<file path="src/rtl/adv7511_cfg_seq.sv">
// rtl/adv7511_cfg_seq.sv - ADV7511 power-up configuration sequencer over an IIC transaction engine
//
// Purpose: after a power-up delay, switch the IIC mux, poll the HPD bit of
// register 0x42 until the monitor is present, then write a fixed 10-entry
// register table. Each transaction is retried on NACK or timeout; too many
// failures end in ERROR with the failing step index reported.
//
// Ports:
//   i_clk, i_rst      clock, asynchronous active-high reset
//   o_start           1-cycle transaction request to the IIC engine
//   o_wr_rd_en        0 write / 1 read
//   o_iic_main        1 = mux-switch transaction
//   o_addr, o_din     register address and write data, held until i_finish
//   i_dout_en, i_dout read data valid pulse and data
//   i_no_ack          NACK flag from the engine
//   i_finish          transaction complete pulse
//   i_restart         rerun request, honoured only in DONE / ERROR
//   o_done, o_error   completion / failure levels
//   o_err_index       step that failed (0 mux, 1 HPD read, 2..11 table writes)
module adv7511_cfg_seq #(
   parameter int POWERUP_CYCLES = 6479600,
   parameter int GAP_CYCLES     = 64,
   parameter int POLL_CYCLES    = 647960,
   parameter int MAX_RETRY      = 3,
   parameter int TIMEOUT_CYCLES = 1048575
) (
   input  logic       i_clk,
   input  logic       i_rst,
   output logic       o_start,
   output logic       o_wr_rd_en,
   output logic       o_iic_main,
   output logic [7:0] o_addr,
   output logic [7:0] o_din,
   input  logic       i_dout_en,
   input  logic [7:0] i_dout,
   input  logic       i_no_ack,
   input  logic       i_finish,
   input  logic       i_restart,
   output logic       o_done,
   output logic       o_error,
   output logic [3:0] o_err_index
);

   localparam logic [3:0] S_WAIT_PWR  = 4'd0;
   localparam logic [3:0] S_MUX       = 4'd1;
   localparam logic [3:0] S_HPD_RD    = 4'd2;
   localparam logic [3:0] S_HPD_CHK   = 4'd3;
   localparam logic [3:0] S_POLL_WAIT = 4'd4;
   localparam logic [3:0] S_WR        = 4'd5;
   localparam logic [3:0] S_GAP       = 4'd6;
   localparam logic [3:0] S_DONE      = 4'd7;
   localparam logic [3:0] S_ERROR     = 4'd8;

   localparam logic [31:0] PWR_LAST   = 32'(POWERUP_CYCLES - 1);
   localparam logic [31:0] GAP_LAST   = 32'(GAP_CYCLES - 1);
   localparam logic [31:0] POLL_LAST  = 32'(POLL_CYCLES - 1);
   localparam logic [31:0] TMO_LAST   = 32'(TIMEOUT_CYCLES - 1);
   localparam logic [7:0]  RETRY_LAST = 8'(MAX_RETRY - 1);
   localparam logic [3:0]  TBL_LAST   = 4'd9;

   logic [3:0]  state_q, state_d;
   logic [3:0]  ret_q, ret_d;          // transaction state to enter when GAP expires
   logic [31:0] cnt_q, cnt_d;          // shared by power-up, gap, poll and timeout
   logic [7:0]  retry_q, retry_d;
   logic [3:0]  idx_q, idx_d;
   logic        start_q, start_d;
   logic        wr_rd_q, wr_rd_d;
   logic        iic_q, iic_d;
   logic [7:0]  addr_q, addr_d;
   logic [7:0]  din_q, din_d;
   logic        done_q, done_d;
   logic        error_q, error_d;
   logic [3:0]  err_idx_q, err_idx_d;
   logic        nack_q;
   logic [7:0]  rdata_q;

   logic        issue;
   logic [3:0]  issue_st;
   logic [3:0]  step;
   logic        in_xfer;
   logic        nack_now;
   logic        failed;
   logic        succeeded;
   logic [15:0] tbl;

   function automatic logic [15:0] wr_entry(input logic [3:0] idx);
      case (idx)
         4'd0:    wr_entry = 16'h4110;
         4'd1:    wr_entry = 16'h9803;
         4'd2:    wr_entry = 16'h9AE0;
         4'd3:    wr_entry = 16'h9C30;
         4'd4:    wr_entry = 16'h9D61;
         4'd5:    wr_entry = 16'hA2A4;
         4'd6:    wr_entry = 16'hA3A4;
         4'd7:    wr_entry = 16'hE0D0;
         4'd8:    wr_entry = 16'hF900;
         default: wr_entry = 16'h1500;
      endcase
   endfunction

   always_comb begin
      step = idx_q + 4'd2;
      if (state_q == S_MUX) begin
         step = 4'd0;
      end else if (state_q == S_HPD_RD) begin
         step = 4'd1;
      end
   end

   // A NACK in the finish cycle itself counts; a timeout only counts while
   // no finish is present, and once we leave the transaction state any late
   // finish is ignored because nothing outside these states looks at it.
   assign in_xfer   = (state_q == S_MUX) || (state_q == S_HPD_RD) || (state_q == S_WR);
   assign nack_now  = nack_q | i_no_ack;
   assign failed    = in_xfer && ((i_finish && nack_now) || (!i_finish && cnt_q == TMO_LAST));
   assign succeeded = in_xfer && i_finish && !nack_now;

   always_comb begin
      state_d   = state_q;
      ret_d     = ret_q;
      cnt_d     = cnt_q + 32'd1;
      retry_d   = retry_q;
      idx_d     = idx_q;
      start_d   = 1'b0;
      wr_rd_d   = wr_rd_q;
      iic_d     = iic_q;
      addr_d    = addr_q;
      din_d     = din_q;
      done_d    = done_q;
      error_d   = error_q;
      err_idx_d = err_idx_q;
      issue     = 1'b0;
      issue_st  = S_MUX;
      tbl       = 16'h0000;

      case (state_q)
         S_WAIT_PWR: begin
            if (cnt_q == PWR_LAST) begin
               issue    = 1'b1;
               issue_st = S_MUX;
            end
         end
         S_MUX, S_HPD_RD, S_WR: begin
            if (failed) begin
               cnt_d   = 32'd0;
               retry_d = retry_q + 8'd1;
               if (retry_q == RETRY_LAST) begin
                  state_d   = S_ERROR;
                  error_d   = 1'b1;
                  err_idx_d = step;
               end else begin
                  state_d = S_GAP;
                  ret_d   = state_q;
               end
            end else if (succeeded) begin
               cnt_d   = 32'd0;
               retry_d = 8'd0;
               if (state_q == S_MUX) begin
                  state_d = S_GAP;
                  ret_d   = S_HPD_RD;
               end else if (state_q == S_HPD_RD) begin
                  state_d = S_HPD_CHK;
               end else if (idx_q == TBL_LAST) begin
                  state_d = S_DONE;
                  done_d  = 1'b1;
               end else begin
                  idx_d   = idx_q + 4'd1;
                  state_d = S_GAP;
                  ret_d   = S_WR;
               end
            end
         end
         S_HPD_CHK: begin
            cnt_d = 32'd0;
            if (rdata_q[6]) begin
               idx_d   = 4'd0;
               state_d = S_GAP;
               ret_d   = S_WR;
            end else begin
               state_d = S_POLL_WAIT;
            end
         end
         S_POLL_WAIT: begin
            if (cnt_q == POLL_LAST) begin
               cnt_d   = 32'd0;
               state_d = S_GAP;
               ret_d   = S_HPD_RD;
            end
         end
         S_GAP: begin
            if (cnt_q == GAP_LAST) begin
               issue    = 1'b1;
               issue_st = ret_q;
            end
         end
         S_DONE, S_ERROR: begin
            cnt_d = 32'd0;
            if (i_restart) begin
               state_d   = S_WAIT_PWR;
               retry_d   = 8'd0;
               idx_d     = 4'd0;
               done_d    = 1'b0;
               error_d   = 1'b0;
               err_idx_d = 4'd0;
            end
         end
         default: begin
            state_d = S_WAIT_PWR;
            cnt_d   = 32'd0;
         end
      endcase

      // Request fields are loaded together with o_start and then left alone
      // until the next issue, so they stay stable through i_finish.
      if (issue) begin
         state_d = issue_st;
         start_d = 1'b1;
         cnt_d   = 32'd0;
         tbl     = wr_entry(idx_d);
         if (issue_st == S_MUX) begin
            iic_d   = 1'b1;
            wr_rd_d = 1'b0;
            addr_d  = 8'h00;
            din_d   = 8'h00;
         end else if (issue_st == S_HPD_RD) begin
            iic_d   = 1'b0;
            wr_rd_d = 1'b1;
            addr_d  = 8'h42;
            din_d   = 8'h00;
         end else begin
            iic_d   = 1'b0;
            wr_rd_d = 1'b0;
            addr_d  = tbl[15:8];
            din_d   = tbl[7:0];
         end
      end
   end

   always_ff @(posedge i_clk or posedge i_rst) begin
      if (i_rst) begin
         state_q   <= S_WAIT_PWR;
         ret_q     <= S_MUX;
         cnt_q     <= 32'd0;
         retry_q   <= 8'd0;
         idx_q     <= 4'd0;
         start_q   <= 1'b0;
         wr_rd_q   <= 1'b0;
         iic_q     <= 1'b0;
         addr_q    <= 8'h00;
         din_q     <= 8'h00;
         done_q    <= 1'b0;
         error_q   <= 1'b0;
         err_idx_q <= 4'd0;
         nack_q    <= 1'b0;
         rdata_q   <= 8'h00;
      end else begin
         state_q   <= state_d;
         ret_q     <= ret_d;
         cnt_q     <= cnt_d;
         retry_q   <= retry_d;
         idx_q     <= idx_d;
         start_q   <= start_d;
         wr_rd_q   <= wr_rd_d;
         iic_q     <= iic_d;
         addr_q    <= addr_d;
         din_q     <= din_d;
         done_q    <= done_d;
         error_q   <= error_d;
         err_idx_q <= err_idx_d;
         if (issue) begin
            nack_q  <= 1'b0;
            rdata_q <= 8'h00;
         end else begin
            if (i_no_ack) begin
               nack_q <= 1'b1;
            end
            if (i_dout_en) begin
               rdata_q <= i_dout;
            end
         end
      end
   end

   assign o_start     = start_q;
   assign o_wr_rd_en  = wr_rd_q;
   assign o_iic_main  = iic_q;
   assign o_addr      = addr_q;
   assign o_din       = din_q;
   assign o_done      = done_q;
   assign o_error     = error_q;
   assign o_err_index = err_idx_q;

endmodule

</file>
<file path="config.mk">
export PLATFORM = sky130hd
export DESIGN_NAME = adv7511_cfg_seq
export DESIGN_NICKNAME = d
export VERILOG_FILES = /design/src/rtl/adv7511_cfg_seq.sv
export SDC_FILE = /design/constraint.sdc
export NUM_CORES = 1
export LEC_CHECK = 0
export BUFFER_PORTS_ARGS = -buffer_cell sky130_fd_sc_hd__buf_4
export CAP_MARGIN = 20
export CORE_UTILIZATION = 60
export DETAILED_ROUTE_END_ITERATION = 10
export PLACE_DENSITY = 0.8
export REMOVE_ABC_BUFFERS = 1
export SLEW_MARGIN = 10
export SYNTH_ARGS = -nofsm -noshare
export SYNTH_HDL_FRONTEND = slang
export SYNTH_SLANG_ARGS = --single-unit
</file>
<file path="constraint.sdc">
create_clock -name i_clk -period 3.2 [get_ports i_clk]
set_clock_uncertainty 0.05 [all_clocks]
set_input_delay 0.32 -clock i_clk [delete_from_list [all_inputs] [get_ports i_clk]]
set_output_delay 0.32 -clock i_clk [all_outputs]
set_load 0.01 [all_outputs]
</file>
==> impl_summary.md, run 1 <==
Clocking
The number of buffers created by CTS is 9. In this run the post-CTS setup repair buffer count came out at 0. Clock-pin slew was measured on the worst setup and hold paths at roughly 0.08 ns. The clock passes through at most 2 buffers.

The clock root buffer is sky130_fd_sc_hd__clkbuf_8. The clock net in this run drives a total of 78 sinks. The H-tree depth reported by CTS is 3. The clock insertion delay at the later pin of the skew report is ~0.35 ns. The CTS tree is yes.

Power
The areal power density over the cells is roughly 360 nW/µm². The largest voltage drop on the vdd net is between 0.2 and 0.3 mV. The analysis attributes to cell leakage a power of between 2 and 2.5 nW.

Place
The count of input and output buffers is 30. Counting tap cells, the placed design contains a total of slightly above 600 instances. The HPWL reported at the end of detailed placement is 7370 µm. The global placer's final weighted congestion is about 0.9.

Route
The post-route antenna net violation count is 0. The count of unresolved DRC violations after routing is 0. The detailed-route via count is approximately 3800.

The number of DRC markers after the initial detailed-route iteration is between 200 and 300. The total wire length is roughly 10000 µm. The via density per instance is 6.10. For this run, the detailed router's first-pass iteration total came to 4. After detailed routing, the average wire length per cell comes to approximately 16 µm.

Synth
The Yosys warning count is 0. sky130_fd_sc_hd__dfrtp_1 takes more of the synthesized area than any other cell. For this run, the leading register cell type out of synthesis is sky130_fd_sc_hd__dfrtp_1. Summing the sequential cell areas from Yosys gives a little over two fifths of the chip area. By count the netlist is led by sky130_fd_sc_hd__dfrtp_1, sky130_fd_sc_hd__nor2_1, sky130_fd_sc_hd__nand2_1, sky130_fd_sc_hd__nand3_1, sky130_fd_sc_hd__o21ai_0.

After synthesis, the cell types taking the most area are sky130_fd_sc_hd__dfrtp_1, sky130_fd_sc_hd__nor2_1, sky130_fd_sc_hd__xor2_1. In this run, synthesis produced a sequential element count of 78. The count of mapped cells out of synthesis is just under 500.

The fraction of registers with async set or reset after synthesis is 100%. The top cell type by area accounts for between 40% and 50% of the synthesized area. The average cell area after synthesis is 9.43 µm². Counting flops with a built-in enable in the synthesized netlist gives 0.

Counting distinct cell types in the post-synthesis netlist gives between 70 and 80. The mapped netlist covers 4590 µm². Among all cell types in the netlist, the one instantiated most often is sky130_fd_sc_hd__dfrtp_1.

Worst setup path
The largest single stage delay on the critical path is approximately 0.60 ns. The worst setup path is captured at a flip-flop. Setup slack on the worst reg-to-reg path comes out at around 0.33 ns. The signal on the critical path passes through nor2b_1, nor3b_1, nor4b_1, nor2_1, inv_2, a221oi_1, o31ai_1.

The worst-path cell with the longest stage delay is sky130_fd_sc_hd__dfrtp_1. The data arrival time of the critical path is 3.04 ns. The path type of the worst setup path is reg -> reg. The critical path startpoint category is a flip-flop.

The worst endpoint required time is ~3.4 ns. Of all nets on the critical path, the largest fanout is 13.

Timing
Setup repair after global routing left no endpoint under its margin. In the final timing run, aggregate negative setup slack is 0 ns. The actual slew at the worst max-slew pin is approximately 0.95 ns. The smallest clock period supported by the final layout is computed as approximately 2.9 ns. The final number of max-transition violations is 0. Measured against its own limit, the worst slew margin works out to a little over a third. Setup violations remaining at the end of the flow were counted as 0. Timing would allow up to roughly 0.35 GHz.

The count of endpoints failing hold in the final timing report was 0. The final worst-path cycle share is roughly nine tenths. The worst hold margin is 0.175 ns.

Global routing
The number of antenna violations at the first check in global routing came to 0. Global routing used 28.2% of the available tracks. The total global routing overflow is 0. The largest net degree at the start of global routing is between 50 and 60. The first-pass GRT wire length is around 17000 µm. The via count of the first global-routing pass came to roughly 3700.

Floorplan
The floorplan step defined a die boundary enclosing between 8000 and 9000 µm². The starting density of the core is between 60% and 70%. After floorplanning, the core was divided into 31 placement rows. The die outline height is about 90 µm. The core region area is 7330 µm².

From left edge to right edge, the die measures a little under 90 µm. For this design the top-level I/O count stands at 39.

Layout
The proportion of layout cells with a drive suffix above 1 is 17.7%. Once layout is complete, the cells apart from fillers number about 630. 0 antenna diodes ended up in the layout.

The synthesis-to-finish area growth is 12.8%. The total number of nets in the final design is between 500 and 600. The utilization after layout is a little over two thirds. After filler insertion, the fill cell instance count of the layout stands at about 570.

Job
The max-cap check violation count is 0.

Worst hold path
The path type of the worst min-delay path is in -> reg.

Status
The run finished with clean final reports.
[final cells by class]
type	instances	area, µm²	area share [%]
multi-input cells	371	2480	47.9
flip-flops and latches	78	1950	37.7
repair buffers	46	360	6.95
clock buffers	12	135	2.61
well taps	99	124	2.39
clock inverters	4	73.8	1.42
inverters	15	56.3	1.09
[report_power, final]
| group | total (W) | switching, W | internal, W |
|---|---|---|---|
| logic | 0.0000518 | 0.0000313 | 0.0000205 |
| registers | 0.000996 | 0.00000494 | 0.000991 |
| clock network | 0.000795 | 0.000354 | 0.000441 |
[layer usage]
layer,track usage [%],wire length (µm),up-vias
met4,12.7,318,0
met5,0,0,-
met3,5.08,320,27
li1,-,-,1841
met2,47.8,5070,83
met1,35.3,4510,1860
[path summary, 6_finish.rpt]
check                            from              to  cells after the start
setup / recovery           state_q[1]        o_din[6]                      7
hold / removal               i_no_ack          nack_q                      3
setup reg to reg           state_q[1]        o_din[6]                      7
hold reg to reg            o_wr_rd_en      o_wr_rd_en                      1
max in group asynchronous       i_rst       cnt_q[26]                      5
min in group asynchronous       i_rst  o_err_index[3]                      3
[registers in the layout, indices dropped and copies added, names as in the netlist, 4 cells and up]
| register | flops |
|---|---|
| state_q | 4 |
| retry_q | 8 |
| ret_q | 4 |
| cnt_q | 32 |
| idx_q | 4 |
| o_err_index | 4 |
| o_addr | 8 |
| o_din | 7 |
[what timing repair did]
item,4_1_cts,5_1_grt
endpoints found under the hold margin,0,13
hold buffers,0,1
resized for setup,0,0
[logic make-up after synthesis]
group	synth area share, %
adder cells (fa/ha/maj)	2.72
other	0.0816
buffers and inverters	3.57
flip-flops	42.5
multiplexers	2.04
AO/OA/AOI/OAI	14.7
XOR/XNOR	7.05
AND/OR/NAND/NOR	27.3
[metrics by stage]
stage	total power, W	cell area (µm²)	worst slack [ns]
CTS	0.00186	5150	0.369
finish	0.00184	5180	0.326
detailed placement	0.00106	4940	0.413
global route	0.00191	5180	0.142
global placement	0.00106	4940	0.470
floorplan	0.00104	4490	0.292
[cells in the final DEF (no fill, tap or decap), types with 3 or more instances in the layout]
cell and n:
sky130_fd_sc_hd__nand3_1 22, sky130_fd_sc_hd__a21oi_1 12, sky130_fd_sc_hd__o31ai_1 3, sky130_fd_sc_hd__o21ai_0 20, sky130_fd_sc_hd__nor3_1 8, sky130_fd_sc_hd__o211ai_1 6, sky130_fd_sc_hd__nor2b_1 4, sky130_fd_sc_hd__inv_2 3
sky130_fd_sc_hd__dfrtp_1 77, sky130_fd_sc_hd__ha_1 10, sky130_fd_sc_hd__nand2b_1 4, sky130_fd_sc_hd__clkbuf_1 3, sky130_fd_sc_hd__nor2_1 61, sky130_fd_sc_hd__nor4_1 16, sky130_fd_sc_hd__a221o_1 6, sky130_fd_sc_hd__inv_1 12
sky130_fd_sc_hd__clkbuf_8 9, sky130_fd_sc_hd__mux2_2 3, sky130_fd_sc_hd__nor4b_1 5, sky130_fd_sc_hd__nand2_1 44, sky130_fd_sc_hd__mux2i_1 6, sky130_fd_sc_hd__nand4_1 16, sky130_fd_sc_hd__and4_1 5, sky130_fd_sc_hd__xor2_1 19
sky130_fd_sc_hd__nand3b_1 4, sky130_fd_sc_hd__buf_4 44, sky130_fd_sc_hd__nor3b_1 3, sky130_fd_sc_hd__o21a_1 4, sky130_fd_sc_hd__xnor2_1 18, sky130_fd_sc_hd__a211oi_1 3, sky130_fd_sc_hd__and3_1 6, sky130_fd_sc_hd__a21o_1 4
sky130_fd_sc_hd__or2_2 4
[critical path: cells and delay by family (launching register included)]
kind / cells / cell delay (ns)
AO/OA/AOI/OAI: 2 / 0.57
buffers and inverters: 1 / 0.19
flip-flops: 1 / 0.60
AND/OR/NAND/NOR: 4 / 1.33
Power figures use the tool's default switching activity.
==> run 2: changes to the inputs <==
--- a/config.mk
+++ b/config.mk
@@ -10,6 +10,7 @@
 export CORE_UTILIZATION = 60
 export DETAILED_ROUTE_END_ITERATION = 10
 export PLACE_DENSITY = 0.8
+export RECOVER_POWER = 25
 export REMOVE_ABC_BUFFERS = 1
 export SLEW_MARGIN = 10
 export SYNTH_ARGS = -nofsm -noshare
==> run 2 against run 1 <==
  * The flow now finishes with violations (max-capacitance violations)
  * Via count grew 1.2%
  * Routed wire length rose by 0.36%
  * Design area is 0.97% lower
  * Total power is 0.17% lower
  * Worst hold slack improved by 0.0022 ns
  * Fmax about the same
  * Worst setup slack about the same
  * Sequential share of layout area grew 0.37 points
  * Cell count unchanged
  * First-iteration DRC count is 3.2% lower
==> impl_summary.md, run 2 (synthesis gave the netlist of run 1 again) <==
Layout
Leaving out fill and tap cells, the most frequent cells in the layout are sky130_fd_sc_hd__dfrtp_1, sky130_fd_sc_hd__nor2_1, sky130_fd_sc_hd__nand2_1. The utilization after layout is 70.0% (-0.68 points). The proportion of layout cells with a drive suffix above 1 is 15.6% (-2.1 points).

The number of fill cells is 583 (+3.0%). From synthesis to final layout, the design area changed by 11.7%. The number of flip-flops in the largest register is 32 (unchanged).

Leaving out fill and tap cells, the most frequent cell in the layout is sky130_fd_sc_hd__dfrtp_1. The number of inserted diodes was 0 (unchanged). Ranked by flip-flop count, first place goes to cnt_q. The non-filler instance count after layout is 625 (unchanged).

The total number of nets in the final design is 545 (unchanged).

Timing
The actual slew at the worst max-slew pin came to 1.50 ns (+0.548 ns). The worst slew margin relative to its limit is 0.173% (-36 points). The final worst-path cycle share is 89.8% (about the same). Setup repair after global routing left no endpoint under its margin. The accumulated negative setup slack was 0 ns (unchanged). The final critical delay including setup and external delays was 2.87 ns (+0.000380 ns). The highest attainable clock frequency was 0.348 GHz (about the same). The final-report setup violation count is 0 (unchanged).

The count of endpoints failing hold in the final timing report is 0 (unchanged). The worst-case setup margin in the final layout was 0.326 ns (-0.000380 ns). The final number of max-transition violations was 0 (unchanged).

Place
The global placer's final weighted congestion is 0.906 (unchanged). The setup slack after placement is 0.413 ns (unchanged). The count of input and output buffers came to 30 (unchanged). The HPWL reported at the end of detailed placement was 7370 µm (unchanged). The count of placed standard cells including taps is 607 (unchanged).

Worst setup path
By startpoint and endpoint, the worst setup path is classified as reg -> reg. The number of buffer and inverter instances along the worst setup path is 1 (unchanged). The worst-path cell with the longest stage delay is sky130_fd_sc_hd__dfrtp_1. The type of element capturing the critical path is a flip-flop. The signal on the critical path passes through nor2b_1, nor3b_1, o32ai_2, a21oi_1, inv_1, ha_1, o21ai_0, o22ai_1, a221o_1. The maximum single-stage delay on the critical path is 0.59 ns (about the same). Grouping stages by cell kind, the critical path spends the most delay in compound AO/OA/AOI/OAI gates. STA classifies the critical path startpoint as a flip-flop. The worst endpoint required time is 3.38 ns (+0.02 ns). The data arrival time of the critical path was 3.05 ns (about the same).

The minimum setup slack among reg-to-reg paths is 0.33 ns (about the same). The maximum net fanout on the critical path was 13 (unchanged).

Power
The leakage power figure is 2.27 nW (-1.7%). The largest voltage drop on the vdd net is 0.267 mV (about the same). The total power came to 0.00184 W (-0.17%). The areal power density over the cells is 358 nW/µm² (+0.80%).

Status
The checks that failed: max-capacitance violations. The run finished, with violations left.

Clocking
The H-tree depth reported by CTS is 3 (unchanged). The number of buffers created by CTS is 9 (unchanged). The post-CTS setup-driven buffer insertion count is 0 (unchanged). The clock insertion delay at the later pin of the skew report came to 0.35 ns (about the same). The clock root buffer is sky130_fd_sc_hd__clkbuf_8.

TritonCTS built the clock tree. The clock net sink count is 78 (unchanged). The clock tree buffer depth came to 2 (unchanged). The clock-pin slew on the worst setup and hold paths was 0.08 ns (about the same).

Job
The max-cap check violation count was 1 (+1).

Global routing
The first-pass GRT wire length came to 17300 µm (unchanged). The via count of the first global-routing pass is 3685 (unchanged). The total global routing overflow is 0 (unchanged). The number of antenna violations at the first check in global routing is 0 (unchanged).

The largest net degree at the start of global routing was 54 (unchanged). The total track usage is 28.2% (unchanged).

Worst hold path
The path type of the worst min-delay path is in -> reg.

Floorplan
The die outline height is 89.5 µm (unchanged). The width of the die is 89.5 µm (unchanged). The core region area is 7330 µm² (unchanged). The number of placement rows is 31 (unchanged).

The I/O pin count is 39 (unchanged). The die footprint is 8010 µm² (unchanged). The starting density of the core was 62.7% (unchanged).

Route
The total wire length is 10300 µm (+0.36%). The average routed wire per standard cell is 16.4 µm (+0.36%). The first-pass iteration count of the detailed router was 6 (+2). The detailed-route via count is 3857 (+1.2%).

The via density per instance is 6.17 (+1.2%). The number of DRC markers after the initial detailed-route iteration is 244 (-3.2%). The post-route antenna net violation count is 0 (unchanged).

The count of unresolved DRC violations after routing is 0 (unchanged).
[run 2: cell count changes in the layout (fill, tap and decap cells not counted), sizes merged]
| cell | before | now |
|---|---|---|
| buf | 45 | 34 |
| clkbuf | 12 | 23 |
[run 2: worst paths after layout]
path                                  from              to  cells past startpoint
worst min register to register  o_wr_rd_en      o_wr_rd_en                      1
worst max register to register  state_q[1]       o_addr[6]                      9
min in group asynchronous            i_rst  o_err_index[3]                      3
worst min-delay path             i_dout[6]      rdata_q[6]                      3
max in group asynchronous            i_rst       cnt_q[26]                      5
worst max-delay path            state_q[1]       o_addr[6]                      9
[run 2: layout make-up]
type / instances / area, µm² / share of cell area (%)
clock buffers: 12 / 135 / 2.63
clock inverters: 4 / 73.8 / 1.44
inverters: 15 / 56.3 / 1.10
multi-input cells: 371 / 2480 / 48.3
flip-flops and latches: 78 / 1950 / 38.0
well taps: 99 / 124 / 2.41
repair buffers: 46 / 310 / 6.04
[run 2: per-layer routing]
metal  vias to the layer above  global-route usage [%]  routed length [µm]
met2                       101                    47.8                5110
li1                       1839                       -                   -
met5                         -                       0                   0
met4                         0                    12.7                 275
met1                      1891                    35.3                4450
met3                        26                    5.08                 421
[run 2: repair_timing]
| action | in CTS | in global routing |
|---|---|---|
| gates resized for setup | 0 | 0 |
| hold buffers | 0 | 1 |
| setup endpoints to repair | 0 | 0 |
| endpoints found under the hold margin | 0 | 13 |
[run 2: metrics by stage]
stage          instance area (µm²)  hold slack, ns
5_1_grt                       5130           0.176
6_report                      5130           0.177
2_1_floorplan                 4490           0.411
4_1_cts                       5150           0.160
3_3_place_gp                  4940           0.413
3_5_place_dp                  4940           0.422
[run 2: worst register-to-register path, stage by stage (launching register included)]
cell and delay [ns]:
sky130_fd_sc_hd__dfrtp_1 0.59, sky130_fd_sc_hd__nor2b_1 0.30, sky130_fd_sc_hd__nor3b_1 0.48, sky130_fd_sc_hd__o32ai_2 0.21, sky130_fd_sc_hd__a21oi_1 0.28, sky130_fd_sc_hd__inv_1 0.07, sky130_fd_sc_hd__ha_1 0.22, sky130_fd_sc_hd__o21ai_0 0.11
sky130_fd_sc_hd__o22ai_1 0.11, sky130_fd_sc_hd__a221o_1 0.34
[run 2: power breakdown]
group          internal (W)  switching (W)
sequential         0.000991     0.00000501
combinational     0.0000177      0.0000310
clock              0.000441       0.000353
==> run 3: changes to the inputs <==
--- a/config.mk
+++ b/config.mk
@@ -5,11 +5,14 @@
 export SDC_FILE = /design/constraint.sdc
 export NUM_CORES = 1
 export LEC_CHECK = 0
+export ABC_AREA = 1
 export BUFFER_PORTS_ARGS = -buffer_cell sky130_fd_sc_hd__buf_4
 export CAP_MARGIN = 20
-export CORE_UTILIZATION = 60
+export CORE_MARGIN = 3
+export CORE_UTILIZATION = 61
 export DETAILED_ROUTE_END_ITERATION = 10
-export PLACE_DENSITY = 0.8
+export GPL_ROUTABILITY_DRIVEN = 1
+export PLACE_DENSITY = 0.81
 export RECOVER_POWER = 25
 export REMOVE_ABC_BUFFERS = 1
 export SLEW_MARGIN = 10
==> run 3 against run 2 <==
  * The flow finishes with violations (max-capacitance violations, max-slew violations)
  * Register-to-register slack improved by 0.45 ns
  * Count of clock-buffer cells in the layout fell by 1
  * Synthesized cell count increased by 31%
  * Non-clock buffer count shrank 13
  * Combinational power decreased by 38%
  * First-iteration DRC count rose by 19%
  * Core utilization increased by 1.8 points
  * Clock power is 8.1% higher
  * Critical endpoint is now cnt_q[21]
==> impl_summary.md, run 3 <==
Worst setup path
The worst-path cell with the longest stage delay is sky130_fd_sc_hd__dfrtp_1. The signal on the critical path passes through nand2_2, nor2_2, inv_2, nor2_1, nand4_1, o21ai_2, or2_4, nand3_1, nand3_2, buf_4, nor2_1. The critical register-to-register path startpoint is cnt_q[8]. The maximum net fanout on the critical path is 21 (+8).

The worst setup path is launched from a flip-flop. The path type of the worst setup path is reg -> reg. The most used cell along the critical path is sky130_fd_sc_hd__nor2_1. The minimum setup slack among reg-to-reg paths came to 0.77 ns (+0.45 ns). The number of cells on the worst reg-to-reg path was 11 (+2). The maximum single-stage delay on the critical path came to 0.51 ns (-0.08 ns). The endpoint of the worst-slack reg-to-reg timing path is cnt_q[21]. STA classifies the critical path endpoint as a flip-flop. The worst endpoint required time is 3.38 ns (about the same). The data arrival time of the critical path is 2.61 ns (-0.44 ns).

Clocking
The number of buffers created by CTS came to 9 (unchanged). The clock-pin slew on the worst setup and hold paths is 0.08 ns (about the same). The hold buffer count at CTS is 0 (unchanged). The number of gates resized after CTS is 0 (unchanged). The post-CTS setup-driven buffer insertion count is 0 (unchanged).

The clock insertion delay at the later pin of the skew report came to 0.35 ns (about the same). The clock net sink count is 78 (unchanged). The H-tree depth reported by CTS is 3 (unchanged).

TritonCTS built the clock tree. The clock root buffer is sky130_fd_sc_hd__clkbuf_8. The clock tree buffer depth came to 2 (unchanged).

Layout
The synthesis-to-finish area growth is 11.0%. The library cells used most frequently in the layout, excluding fill and tap cells, are sky130_fd_sc_hd__nand2_1, sky130_fd_sc_hd__dfrtp_1, sky130_fd_sc_hd__nor2_1. The number of inserted diodes is 0 (unchanged). Ranked by flip-flop count, first place goes to cnt_q.

The library cell used most frequently in the layout, excluding fill and tap cells, is sky130_fd_sc_hd__nand2_1. The number of flip-flops in the largest register was 32 (unchanged). The total number of nets in the final design came to 696 (+28%). The proportion of layout cells with a drive suffix above 1 is 15.5% (-0.080 points). The non-filler instance count after layout is 776 (+24%).

Synth
The count of flip-flops with a built-in enable after synthesis is 0 (unchanged). The area share of the largest cell type after synthesis is 39.8% (-2.2 points). The sequential cell area fraction in the yosys report is 40.3% (-2.2 points). For this run, the leading register cell type out of synthesis is sky130_fd_sc_hd__dfrtp_1. The fraction of registers with async set or reset after synthesis is 100% (unchanged).

Yosys instantiated no cell more often than sky130_fd_sc_hd__nand2_1. The count of state elements after synthesis was 78 (unchanged). The synthesized design spends more area on one cell type than any other, namely sky130_fd_sc_hd__dfrtp_1.

The average cell area after synthesis is 7.61 µm² (-19%). The count of distinct cell types in the synthesized netlist is 44 (-44%). The post-synthesis instance area came to 4850 µm² (+5.5%).

The count of mapped cells out of synthesis is 637 (+31%). The Yosys warning count came to 0 (unchanged). Sorting the synthesized cells by area gives the leading types as sky130_fd_sc_hd__dfrtp_1, sky130_fd_sc_hd__nand2_1, sky130_fd_sc_hd__nor2_1.

Sorting the synthesized cells by how often they occur yields sky130_fd_sc_hd__nand2_1, sky130_fd_sc_hd__dfrtp_1, sky130_fd_sc_hd__nor2_1, sky130_fd_sc_hd__inv_1, sky130_fd_sc_hd__nand3_1.

Timing
Setup repair after global routing left no endpoint under its margin. The final worst-path cycle share is 75.8% (-14 points). The count of endpoints failing hold in the final timing report is 0 (unchanged).

The accumulated negative setup slack is 0 ns (unchanged). The final number of max-transition violations is 79 (+79). The final critical delay including setup and external delays is 2.43 ns (-0.449 ns). The final-report setup violation count is 0 (unchanged).

The highest attainable clock frequency is 0.412 GHz (+18%). The actual slew at the worst max-slew pin came to 1.92 ns (+0.420 ns). The worst slew margin relative to its limit was -27.8% (-28 points).

Floorplan
The I/O pin count came to 39 (unchanged). The width of the die is 95.1 µm (+6.3%). The die footprint was 9050 µm² (+13%). The die outline height came to 95.1 µm (+6.3%). The starting density of the core is 64.7% (+2.1 points).

The core region area is 7490 µm² (+2.1%). The number of placement rows is 31 (unchanged).

Route
The post-route antenna net violation count is 0 (unchanged). The first-pass iteration count of the detailed router came to 4 (-2). The via density per instance came to 5.72 (-7.3%). The count of unresolved DRC violations after routing is 0 (unchanged). The detailed-route via count is 4439 (+15%).

The average routed wire per standard cell is 14.7 µm (-10%). The total wire length is 11400 µm (+11%). The number of DRC markers after the initial detailed-route iteration is 291 (+19%).

Global routing
The total track usage was 27.0% (-1.2 points). The total global routing overflow came to 0 (unchanged). The via count of the first global-routing pass was 4318 (+17%). The largest net degree at the start of global routing is 79 (+46%).

The number of antenna violations at the first check in global routing is 0 (unchanged). The first-pass GRT wire length is 19500 µm (+13%).

Power
The internal power summed over all cells is 0.00147 W (+1.8%). The areal power density over the cells is 349 nW/µm² (-2.7%). The combinational group share of total power is 1.6% (-1.0 points). The clock network fraction of design power is 45.7% (+2.5 points). The switching power summed over all nets is 0.000400 W (+2.8%).

The leakage power figure is 2.58 nW (+14%). The proportion of power drawn by flip-flops and latches is 52.7% (-1.5 points). The proportion of total power due to net switching is 21.3% (+0.16 points). The largest voltage drop on the vdd net is 0.266 mV (-0.34%).

Worst hold path
The path type of the worst min-delay path is in -> reg. The worst hold path terminates at rdata_q[6]. The depth of the worst hold-timing path came to 3 (unchanged). The startpoint identified for the worst hold timing path is i_dout[6].

Place
The count of input and output buffers came to 30 (unchanged). The count of placed standard cells including taps came to 760 (+25%). The global placer's final weighted congestion is 0.970 (+7.0%). The HPWL reported at the end of detailed placement is 8470 µm (+15%).

Status
The flow ran to the end, but the final reports show violations. The final reports fail on max-capacitance violations, max-slew violations.

Job
The max-cap check violation count was 1 (unchanged).
==> run 3: how the worst max path moves through the flow <==
| stage | slack (ns) | endpoint | from |
|---|---|---|---|
| 3_3_place_gp | 0.87 | cnt_q[21] | cnt_q[8] |
| 4_1_cts | 0.79 | o_addr[2] | state_q[3] |
| 2_1_floorplan | 0.84 | cnt_q[0] | i_rst |
| 6_report | 0.77 | cnt_q[21] | cnt_q[8] |
| 5_1_grt | 0.55 | cnt_q[6] | cnt_q[8] |
| 3_5_place_dp | 0.80 | o_addr[2] | state_q[3] |
==> run 3: cells by family (layout without fill, tap and decap cells) <==
kind of cell             count (synthesis)  after routing  share of synthesized area (%)
AND/OR/NAND/NOR                        366            366                           35.7
buffers and inverters                   90            130                           7.67
flip-flops                              78             78                           40.3
AO/OA/AOI/OAI                           57             57                           7.33
XOR/XNOR                                34             34                           6.14
adder cells (fa/ha/maj)                 10             10                           2.58
other                                    1              1                         0.0774
multiplexers                             1              1                          0.207
==> run 3: worst max-delay path: cells and delay by family (launching register included) <==
kind	cells	cell delay, ns
AOI/OAI and AO/OA	1	0.29
buffers and inverters	2	0.35
DFF	1	0.51
and+or+nand+nor	8	1.09
==> run 3: metrics by stage <==
stage | worst slack (ns) | cell area [µm²] | hold slack (ns) | utilization, % | power (W)
3_5_place_dp | 0.803 | 5160 | 0.414 | 69.0 | 0.00104
4_1_cts | 0.793 | 5400 | 0.0343 | 72.1 | 0.00189
2_1_floorplan | 0.837 | 4780 | 0.400 | - | 0.00102
5_1_grt | 0.550 | 5380 | 0.203 | 71.9 | 0.00194
6_report | 0.774 | 5380 | 0.177 | 71.9 | 0.00188
3_3_place_gp | 0.869 | 5160 | 0.398 | 69.0 | 0.00104
==> run 3: per-layer routing <==
layer  track usage (%)  vias up  routed length (µm)
li1                  -     2141                   -
met1              36.5     2102                5100
met2              42.7      167                5300
met3              5.52       29                 748
met4              10.2        0                 256
met5                 0        -                   0
==> run 3: area by class of cell <==
type / instances / area, µm²
clock buffers: 11 / 151
clock inverters: 5 / 81.3
fillers: 605 / 2110
inverters: 81 / 304
multi-input cells: 469 / 2520
flip-flops and latches: 78 / 1950
well taps: 99 / 124
repair buffers: 33 / 245
==> run 3: power by group through the flow <==
stage | logic (W) | registers (W) | clock network, W
6_report | 0.0000301 | 0.000987 | 0.000858
5_1_grt | 0.0000349 | 0.000988 | 0.000913
2_1_floorplan | 0.0000185 | 0.00101 | 0
3_5_place_dp | 0.0000346 | 0.00101 | 0
4_1_cts | 0.0000346 | 0.000987 | 0.000872
3_3_place_gp | 0.0000334 | 0.00101 | 0
